## src/rtl/reg8_serial_tx.sv

```systemverilog
// Parallel-in, serial-out framed transmitter: start bit, 8 data bits LSB-first, stop bit.
// Define REG8_TX_PARITY_EN to insert an even-parity bit between data and stop.
module reg8_serial_tx #(
    parameter int unsigned CLKS_PER_BIT = 16,
    parameter int unsigned DATA_W       = 8
) (
    input  logic              CLK,
    input  logic              RESET,
    input  logic              LOAD,
    input  logic [DATA_W-1:0] reg_now,
    output logic              ready,
    output logic              busy,
    output logic              tx_out,
    output logic              done
);

    localparam int unsigned CntW = (CLKS_PER_BIT > 1) ? $clog2(CLKS_PER_BIT) : 1;
    localparam logic [CntW-1:0] BaudLast = CntW'(CLKS_PER_BIT - 1);

    typedef enum logic [2:0] {
        StIdle,
        StStart,
        StData,
`ifdef REG8_TX_PARITY_EN
        StParity,
`endif
        StStop
    } state_e;

    state_e            state_q, state_d;
    logic [CntW-1:0]   baud_q, baud_d;
    logic [2:0]        bit_q, bit_d;
    logic [DATA_W-1:0] shift_q, shift_d;
    logic              tx_q, tx_d;
    logic              done_q, done_d;
    logic              ready_q, ready_d;
    logic              bit_end;
`ifdef REG8_TX_PARITY_EN
    logic              parity_q, parity_d;
`endif

    always_ff @(posedge CLK or negedge RESET) begin
        if (!RESET) begin
            state_q  <= StIdle;
            baud_q   <= '0;
            bit_q    <= '0;
            shift_q  <= '0;
            tx_q     <= 1'b1;
            done_q   <= 1'b0;
            ready_q  <= 1'b1;
`ifdef REG8_TX_PARITY_EN
            parity_q <= 1'b0;
`endif
        end else begin
            state_q  <= state_d;
            baud_q   <= baud_d;
            bit_q    <= bit_d;
            shift_q  <= shift_d;
            tx_q     <= tx_d;
            done_q   <= done_d;
            ready_q  <= ready_d;
`ifdef REG8_TX_PARITY_EN
            parity_q <= parity_d;
`endif
        end
    end

    assign bit_end = (baud_q == BaudLast);

    always_comb begin
        state_d  = state_q;
        baud_d   = baud_q;
        bit_d    = bit_q;
        shift_d  = shift_q;
        tx_d     = tx_q;
        done_d   = 1'b0;
`ifdef REG8_TX_PARITY_EN
        parity_d = parity_q;
`endif
        // Baud counter only runs inside a frame; it wraps to 0 on every bit boundary.
        if (state_q != StIdle) begin
            baud_d = bit_end ? '0 : baud_q + 1'b1;
        end

        unique case (state_q)
            StIdle: begin
                if (LOAD) begin
                    state_d  = StStart;
                    shift_d  = reg_now;
                    bit_d    = '0;
                    baud_d   = '0;
                    tx_d     = 1'b0;
`ifdef REG8_TX_PARITY_EN
                    parity_d = ^reg_now;
`endif
                end
            end
            StStart: begin
                if (bit_end) begin
                    state_d = StData;
                    tx_d    = shift_q[0];
                end
            end
            StData: begin
                if (bit_end) begin
                    shift_d = shift_q >> 1;
                    bit_d   = bit_q + 3'd1;
                    if (bit_q == 3'd7) begin
`ifdef REG8_TX_PARITY_EN
                        state_d = StParity;
                        tx_d    = parity_q;
`else
                        state_d = StStop;
                        tx_d    = 1'b1;
`endif
                    end else begin
                        tx_d = shift_q[1];
                    end
                end
            end
`ifdef REG8_TX_PARITY_EN
            StParity: begin
                if (bit_end) begin
                    state_d = StStop;
                    tx_d    = 1'b1;
                end
            end
`endif
            StStop: begin
                if (bit_end) begin
                    state_d = StIdle;
                    done_d  = 1'b1;
                end
            end
            default: begin
                state_d = StIdle;
                tx_d    = 1'b1;
            end
        endcase

        ready_d = (state_d == StIdle);
    end

    assign tx_out = tx_q;
    assign done   = done_q;
    assign ready  = ready_q;
    assign busy   = ~ready_q;

endmodule

```

## config.mk

```make
export PLATFORM = sky130hd
export DESIGN_NAME = reg8_serial_tx
export DESIGN_NICKNAME = d
export VERILOG_FILES = /design/src/rtl/reg8_serial_tx.sv
export SDC_FILE = /design/constraint.sdc
export NUM_CORES = 1
export LEC_CHECK = 0
export ABC_AREA = 0
export BUFFER_PORTS_ARGS = -buffer_cell sky130_fd_sc_hd__buf_4
export CAP_MARGIN = 25
export CORE_AREA = 2 2 48 50
export CTS_BUF_LIST = sky130_fd_sc_hd__clkbuf_4
export DETAILED_ROUTE_END_ITERATION = 10
export DIE_AREA = 0 0 50 52
export GPL_TIMING_DRIVEN = 1
export HOLD_SLACK_MARGIN = 0.1
export PLACE_DENSITY = 0.77
export SYNTH_ARGS = -nofsm -noshare
export SYNTH_HDL_FRONTEND = slang
export SYNTH_SLANG_ARGS = --single-unit
export TNS_END_PERCENT = 50
```

## constraint.sdc

```tcl
create_clock -name CLK -period 2.4 [get_ports CLK]
set_input_delay 0 -clock CLK [delete_from_list [all_inputs] [get_ports CLK]]
set_output_delay 0 -clock CLK [all_outputs]
set_load 0.01 [all_outputs]
```

==> key figures, run 1 <==
Status
  – Status: complete, no violations

Worst setup path
  – CP Class: reg -> reg
  – Worst setup path end: shift_q[7]
  – Crit end category: register
  – CP arrival: 2.41 ns
  – CP required: between 2 and 3 ns
  – Type of origin of the critical path: register
  – R2R setup slack: around 0.20 ns
  – Critical Path Fanout Max: 11
  – R2r worst-path depth: 4
  – Beginning of the critical path: state_q[1]
  – R2r startpoint: state_q[1]
  – R2r endpoint: shift_q[7]

CTS
  – Reg clk slew, reported paths: between 0.1 and 0.15 ns
  – Clock Sinks: 21
  – Clock H-tree levels: 1
  – CTS root buffer: clkbuf_4
  – Clock buffer depth: 2
  – Postcts setup bufs: 0
  – TritonCTS Buffers: 3
  – CTS tree: done
  – Insertion delay to the later sink of the worst-skew pair: 0.31 ns

Run
  – Max cap viols: 0

Global routing
  – Vias in the first global route: a little over 800
  – Initial antenna violation count: 0
  – First-pass GRT wire length: 3.73 mm
  – GRT Util Overall: ~20%
  – Total grt overflow: 0
  – Largest net degree at the start of global routing: 22

Drt
  – DR top layer: met4
  – Routed length on met3: 68 um
  – Vias/cell: 5.51
  – DRC violations left: 0
  – 1st-iter DRT viols: 12
  – Routed WL: 2.08 mm
  – WL/cell: about 14 um
  – Post-route ant nets: 0
  – Met2 wire len: between 1 and 1.5 mm
  – Router iterations before antenna repair: 4
  – Vias after detailed routing: roughly 830
  – DRT met1 WL: 894 um

Cells and area
  – Filler cells: between 150 and 200
  – Multi-input gate area: a little over 400 sq um
  – Nets@finish: ~140
  – Fin cells: 151
  – Sequential cell area: approximately 530 sq um
  – Antenna Cells: 0
  – Layout cells sized above 1: 21.1%
  – Area growth syn-to-layout: 25.7%

Min path
  – Hold Crit Class: in -> async

Synth
  – Predominant post-synthesis flop cell: dfrtp_1
  – Top-area cell type share of the netlist area: 47.6%
  – Library cells used by synthesis: 33
  – Number of flops mapped to enable cells by yosys: 0
  – Sequential element share of the synthesized area: 52.9%
  – Top cells by count, synth: dfrtp_1, a21oi_1, inv_1
  – Mapped Avg Cell Area: between 9 and 10 sq um
  – Synth Instances: 100
  – Most common cell in the netlist: dfrtp_1
  – Post-synth net total: between 100 and 150
  – Syn. warnings: 0
  – Cell area after synthesis: 998 sq um
  – Asr flop ratio synth: 100%
  – Top cells by area, synth: dfrtp_1, a21oi_1, dfstp_2
  – #FFs+latches synth: 21
  – Biggest area consumer among synthesized cells: dfrtp_1

Power
  – Cell Pwr Density: around 630 mW/mm^2
  – Leakage: about 0.59 nW
  – Maximum vdd ir drop: about 430 uV

Placed design
  – Routability cong.: between 0.7 and 0.8
  – DP HPWL: 1.38 mm
  – Port Buffer Count: 14
  – Placed cell count: approximately 140

STA
  – Final TNS setup: 0 ns
  – F_max: 454 MHz
  – RSZ-0062 raised after global routing: false
  – Worst slew margin: between 60% and 70%
  – Min cycle time layout: between 2 and 2.5 ns
  – Final Hold Viols: 0
  – Final setup vio count: 0
  – Final worst-path cycle share: approximately nine tenths
  – Slew Viols, Final: 0
  – Clk_skew: approximately 0.00077 ns
  – Worst slew pin tran: 0.510 ns

Floorplanning
  – Die Ht: 52 um
  – Boundary Pins: 15
  – DIE AREA: approximately 0.0026 sq mm
  – Starting Density: around 47%
  – Total core area: 0.00211 sq mm
  – Row cnt: 17
  – Chip width: ~50 um
==> worst min-delay path by stage <==
stage	startpoint	to	slack [ns]	depth (start not counted)
after CTS	RESET	baud_q[1]	0.10	2
after floorplan	RESET	baud_q[0]	-0.30	0
after detailed placement	RESET	baud_q[1]	-0.1	1
after global routing	RESET	baud_q[2]	0.12	2
final	RESET	baud_q[2]	0.09	2
after global placement	RESET	baud_q[3]	-0.10	1
==> kinds of logic (layout without fill, tap and decap cells) <==
| logic type | count (synthesis) | in the layout | share of synthesized area (%) |
|---|---|---|---|
| muxes | 1 | 1 | 1.13 |
| buffers and inverters | 15 | 38 | 6.64 |
| adders and majority gates | 3 | 3 | 3.76 |
| AOI/OAI and AO/OA | 33 | 33 | 21.4 |
| xor gates and xnor gates | 1 | 1 | 0.877 |
| other | 1 | 1 | 0.376 |
| and+or+nand+nor | 25 | 25 | 12.9 |
| DFF | 21 | 21 | 52.9 |
==> through the flow <==
| stage | hold slack, ns | setup WS [ns] | area (sq um) | power [mW] | utilization [%] |
|---|---|---|---|---|---|
| after floorplan | -0.296 | 0.844 | 998 | 0.542 | - |
| after global placement | -0.104 | 0.622 | 1110 | 0.584 | 52.5 |
| after detailed placement | -0.0983 | 0.528 | 1110 | 0.597 | 52.5 |
| after CTS | 0.101 | 0.0471 | 1250 | 0.799 | 59.2 |
| after global routing | 0.120 | 0.0763 | 1250 | 0.842 | 59.6 |
| final | 0.0945 | 0.199 | 1250 | 0.797 | 59.6 |
==> where the power goes <==
| group | switching (mW) | internal [mW] | total (mW) |
|---|---|---|---|
| combinational | 0.0701 | 0.0777 | 0.148 |
| clock | 0.112 | 0.0763 | 0.189 |
| sequential | 0.0516 | 0.409 | 0.460 |
==> flip-flops by register name (all words and copies together), names as in the netlist <==
| signal | cells |
|---|---|
| done | 1 |
| state_q | 3 |
| tx_out | 1 |
| bit_q | 3 |
| ready | 1 |
| shift_q | 8 |
| baud_q | 4 |
==> worst max-delay path, cell delays in order, from the launching register on <==
cell	delay (ns)
dfrtp_1	0.53
nor3_2	0.51
a21oi_2	0.24
a32o_1	0.25
dlygate4sd3_1	0.56
==> area by class of cell <==
class                           count  area share, %
Sequential cell                    21           42.1
Multi-Input combinational cell     64           32.9
Timing Repair Buffer               25           17.1
Tap cell                           28           2.79
Inverter                            9           2.69
Clock buffer                        4           2.39
==> metal layers <==
layer  global-route usage (%)  up-vias
li1                         -      400
met1                     23.0      405
met2                     34.4       22
met3                     3.45        5
met4                     11.1        0
met5                        0        -
==> cells in the final DEF (no fill, tap or decap), types with 2 or more instances in the layout <==
master	instances
a21oi_1	11
a22o_1	2
buf_4	14
clkbuf_4	4
dfrtp_1	19
dfstp_2	2
dlygate4sd3_1	11
ha_1	3
inv_1	9
nand2_1	7
nand3_1	2
nor2_1	5
nor3_1	3
nor3_2	2
o21ai_0	4
o22ai_1	7
==> what timing repair did <==
| item | 4_1_cts | 5_1_grt |
|---|---|---|
| endpoints found under the hold margin | 31 | 0 |
| hold buffers | 11 | 0 |
| resized for setup | 0 | 2 |
| endpoints found under the setup margin | 0 | 1 |
Power figures use the tool's default switching activity.
==> run 2: changes to the inputs <==
--- a/config.mk
+++ b/config.mk
@@ -5,13 +5,13 @@
 export SDC_FILE = /design/constraint.sdc
 export NUM_CORES = 1
 export LEC_CHECK = 0
-export ABC_AREA = 0
+export ABC_AREA = 1
 export BUFFER_PORTS_ARGS = -buffer_cell sky130_fd_sc_hd__buf_4
 export CAP_MARGIN = 25
-export CORE_AREA = 2 2 48 50
+export CORE_AREA = 2 2 51 53
 export CTS_BUF_LIST = sky130_fd_sc_hd__clkbuf_4
 export DETAILED_ROUTE_END_ITERATION = 10
-export DIE_AREA = 0 0 50 52
+export DIE_AREA = 0 0 53 55
 export GPL_TIMING_DRIVEN = 1
 export HOLD_SLACK_MARGIN = 0.1
 export PLACE_DENSITY = 0.77
==> key figures, run 2 <==
Synth
  – Syn. warnings: 0
  – #FFs+latches synth: 21
  – Top cells by count, synth: nand2_1, dfrtp_1, o21ai_0
  – Number of flops mapped to enable cells by yosys: 0
  – Top-area cell type share of the netlist area: 41.9%
  – Library cells used by synthesis: 23
  – Synth Instances: about 130
  – Cell area after synthesis: 0.00113 sq mm
  – Asr flop ratio synth: between 90% and 100%
  – Post-synth net total: around 150
  – Predominant post-synthesis flop cell: dfrtp_1
  – Top cells by area, synth: dfrtp_1, nand2_1, o21ai_0
  – Biggest area consumer among synthesized cells: dfrtp_1
  – Sequential element share of the synthesized area: between 40 and 50%
  – Mapped Avg Cell Area: around 8.6 sq um
  – Most common cell in the netlist: nand2_1

Cells and area
  – Fin cells: around 190
  – Sequential cell area: roughly 530 sq um
  – Max reg flops: 8
  – Largest regs: shift_q x8, baud_q x4
  – Most frequent cells in the layout: nand2_1, dfrtp_1, o21ai_0
  – Area growth syn-to-layout: 20.0%
  – Filler cells: 223
  – Nets@finish: roughly 170
  – Antenna Cells: 0
  – Biggest register: shift_q
  – Layout cells sized above 1: 21.2%
  – Most common cell after layout, fill and taps aside: nand2_1
  – Fin area: 0.00136 sq mm
  – Multi-input gate area: 499 sq um

Global routing
  – Largest net degree at the start of global routing: 22
  – Total grt overflow: 0
  – Initial antenna violation count: 0
  – GRT Util Overall: between 10% and 20%
  – First-pass GRT wire length: between 3 and 4 mm
  – Vias in the first global route: just over 800

STA
  – Final setup vio count: 0
  – F_max: between 600 and 700 MHz
  – Min cycle time layout: 1.44 ns
  – Final worst-path cycle share: between 60% and 70%
  – Slew Viols, Final: 0
  – Final Hold Viols: 0
  – Final worst slack: 0.960 ns
  – RSZ-0062 raised after global routing: false
  – Clk_skew: 0.00206 ns
  – WHS: approximately 0.11 ns
  – Final TNS setup: 0 ns

Worst setup path
  – R2r worst-path depth: 7
  – CP Cell Sequence: ha_1 -> nand3_4 -> nor2_4 -> inv_2 -> nand2_4 -> nand2_1 -> o21ai_0
  – CP Class: reg -> reg
  – Slowest CP cell: dfrtp_1
  – CP arrival: roughly 1.7 ns
  – CP required: 2.61 ns
  – Max stage delay on crit path: 0.40 ns
  – Crit end category: register
  – Type of origin of the critical path: register
  – Critical Path Fanout Max: 13

CTS
  – Clock H-tree levels: 1
  – Reg clk slew, reported paths: between 0.1 and 0.15 ns
  – CTS root buffer: clkbuf_4
  – Cts repair resizes: 0
  – Insertion delay to the later sink of the worst-skew pair: about 0.29 ns
  – Clock Sinks: 21
  – Clock buffer depth: 2
  – CTS Hold Bufs: 9
  – CTS tree: done
  – Postcts setup bufs: 0
  – TritonCTS Buffers: 3

Drt
  – DR top layer: met4
  – Post-route ant nets: 0
  – DRT met1 WL: 917 um
  – Router iterations before antenna repair: 4
  – WL/cell: 10.7 um
  – DRC violations left: 0
  – Routed WL: ~2 mm
  – Routed length on met3: approximately 68 um
  – Vias/cell: roughly 4.9
  – Vias after detailed routing: 914
  – 1st-iter DRT viols: 16
  – Met2 wire len: slightly below 1 mm

Power
  – Switch share: 30.8%
  – Cell Pwr Density: 634 mW/mm^2
  – Cell-internal power: 596 uW
  – Clk pwr share: 20.3%
  – Logic gate share of total power: 24.4%
  – Leakage: approximately 0.68 nW
  – Sequential power share: between 50 and 60%
  – Psw: between 200 and 300 uW
  – Maximum vdd ir drop: between 300 and 400 uV

Placed design
  – Routability cong.: 0.808
  – Dpl ws: between 0.9 and 1 ns
  – DP Area: 0.00124 sq mm
  – Port Buffer Count: 14
  – Placed cell count: 173
  – DP HPWL: approximately 1.4 mm

Floorplanning
  – DIE AREA: 0.00292 sq mm
  – Die Ht: approximately 55 um
  – Row cnt: 18
  – Boundary Pins: 15
  – Total core area: 0.00236 sq mm
  – Chip width: between 50 and 60 um
  – Starting Density: between 40% and 50%

Status
  – Status: complete, no violations

Min path
  – Hold Crit Class: in -> async

Run
  – Max cap viols: 0
-- run 2: power groups by stage --
stage          registers (mW)  logic, mW  clock network (mW)
3_5_place_dp            0.485      0.200                   0
4_1_cts                 0.478      0.213               0.179
5_1_grt                 0.485      0.243               0.197
3_3_place_gp            0.479      0.191                   0
6_report                0.477      0.210               0.175
2_1_floorplan           0.470      0.155                   0
-- run 2: final cells by class --
| type | count | share of cell area [%] |
|---|---|---|
| Inverter | 18 | 5.15 |
| Clock buffer | 4 | 2.21 |
| Multi-Input combinational cell | 90 | 36.7 |
| Timing Repair Buffer | 23 | 14.4 |
| Sequential cell | 21 | 38.8 |
| Tap cell | 30 | 2.76 |
-- run 2: cells by family after synthesis --
family,share of synthesized area [%]
buffers and inverters,9.38
flip-flops,46.6
AO/OA/AOI/OAI,12.5
adder cells (fa/ha/maj),3.31
XOR/XNOR,0.773
other,0.331
AND/OR/NAND/NOR,27.2
-- run 2: stage by stage --
step	power, mW	utilization (%)
2_1_floorplan	0.625	-
3_3_place_gp	0.670	52.4
3_5_place_dp	0.685	52.4
4_1_cts	0.870	57.5
5_1_grt	0.925	57.5
6_report	0.862	57.5
-- run 2: per-layer routing --
metal,GRT usage [%],up-vias
met2,29.0,19
met1,19.1,420
li1,-,473
met5,0,-
met3,2.42,2
met4,6.41,0
-- run 2: path summary, 6_finish.rpt --
kind	startpoint	to	slack, ns
worst max-delay path	baud_q[0]	shift_q[3]	0.96
worst min-delay path	RESET	baud_q[2]	0.11
worst max register to register	baud_q[0]	shift_q[3]	0.96
worst min register to register	tx_out	tx_out	0.48
max in group asynchronous	RESET	ready	2.02
min in group CLK	LOAD	shift_q[7]	0.14
-- run 2: worst max-delay path: cells and delay by family, from the launching register on --
family                     cells  cell delay (ns)
AOI/OAI and AO/OA              1             0.09
adders and majority gates      1             0.26
and+or+nand+nor                4             0.53
DFF                            1             0.40
buffers and inverters          1             0.07
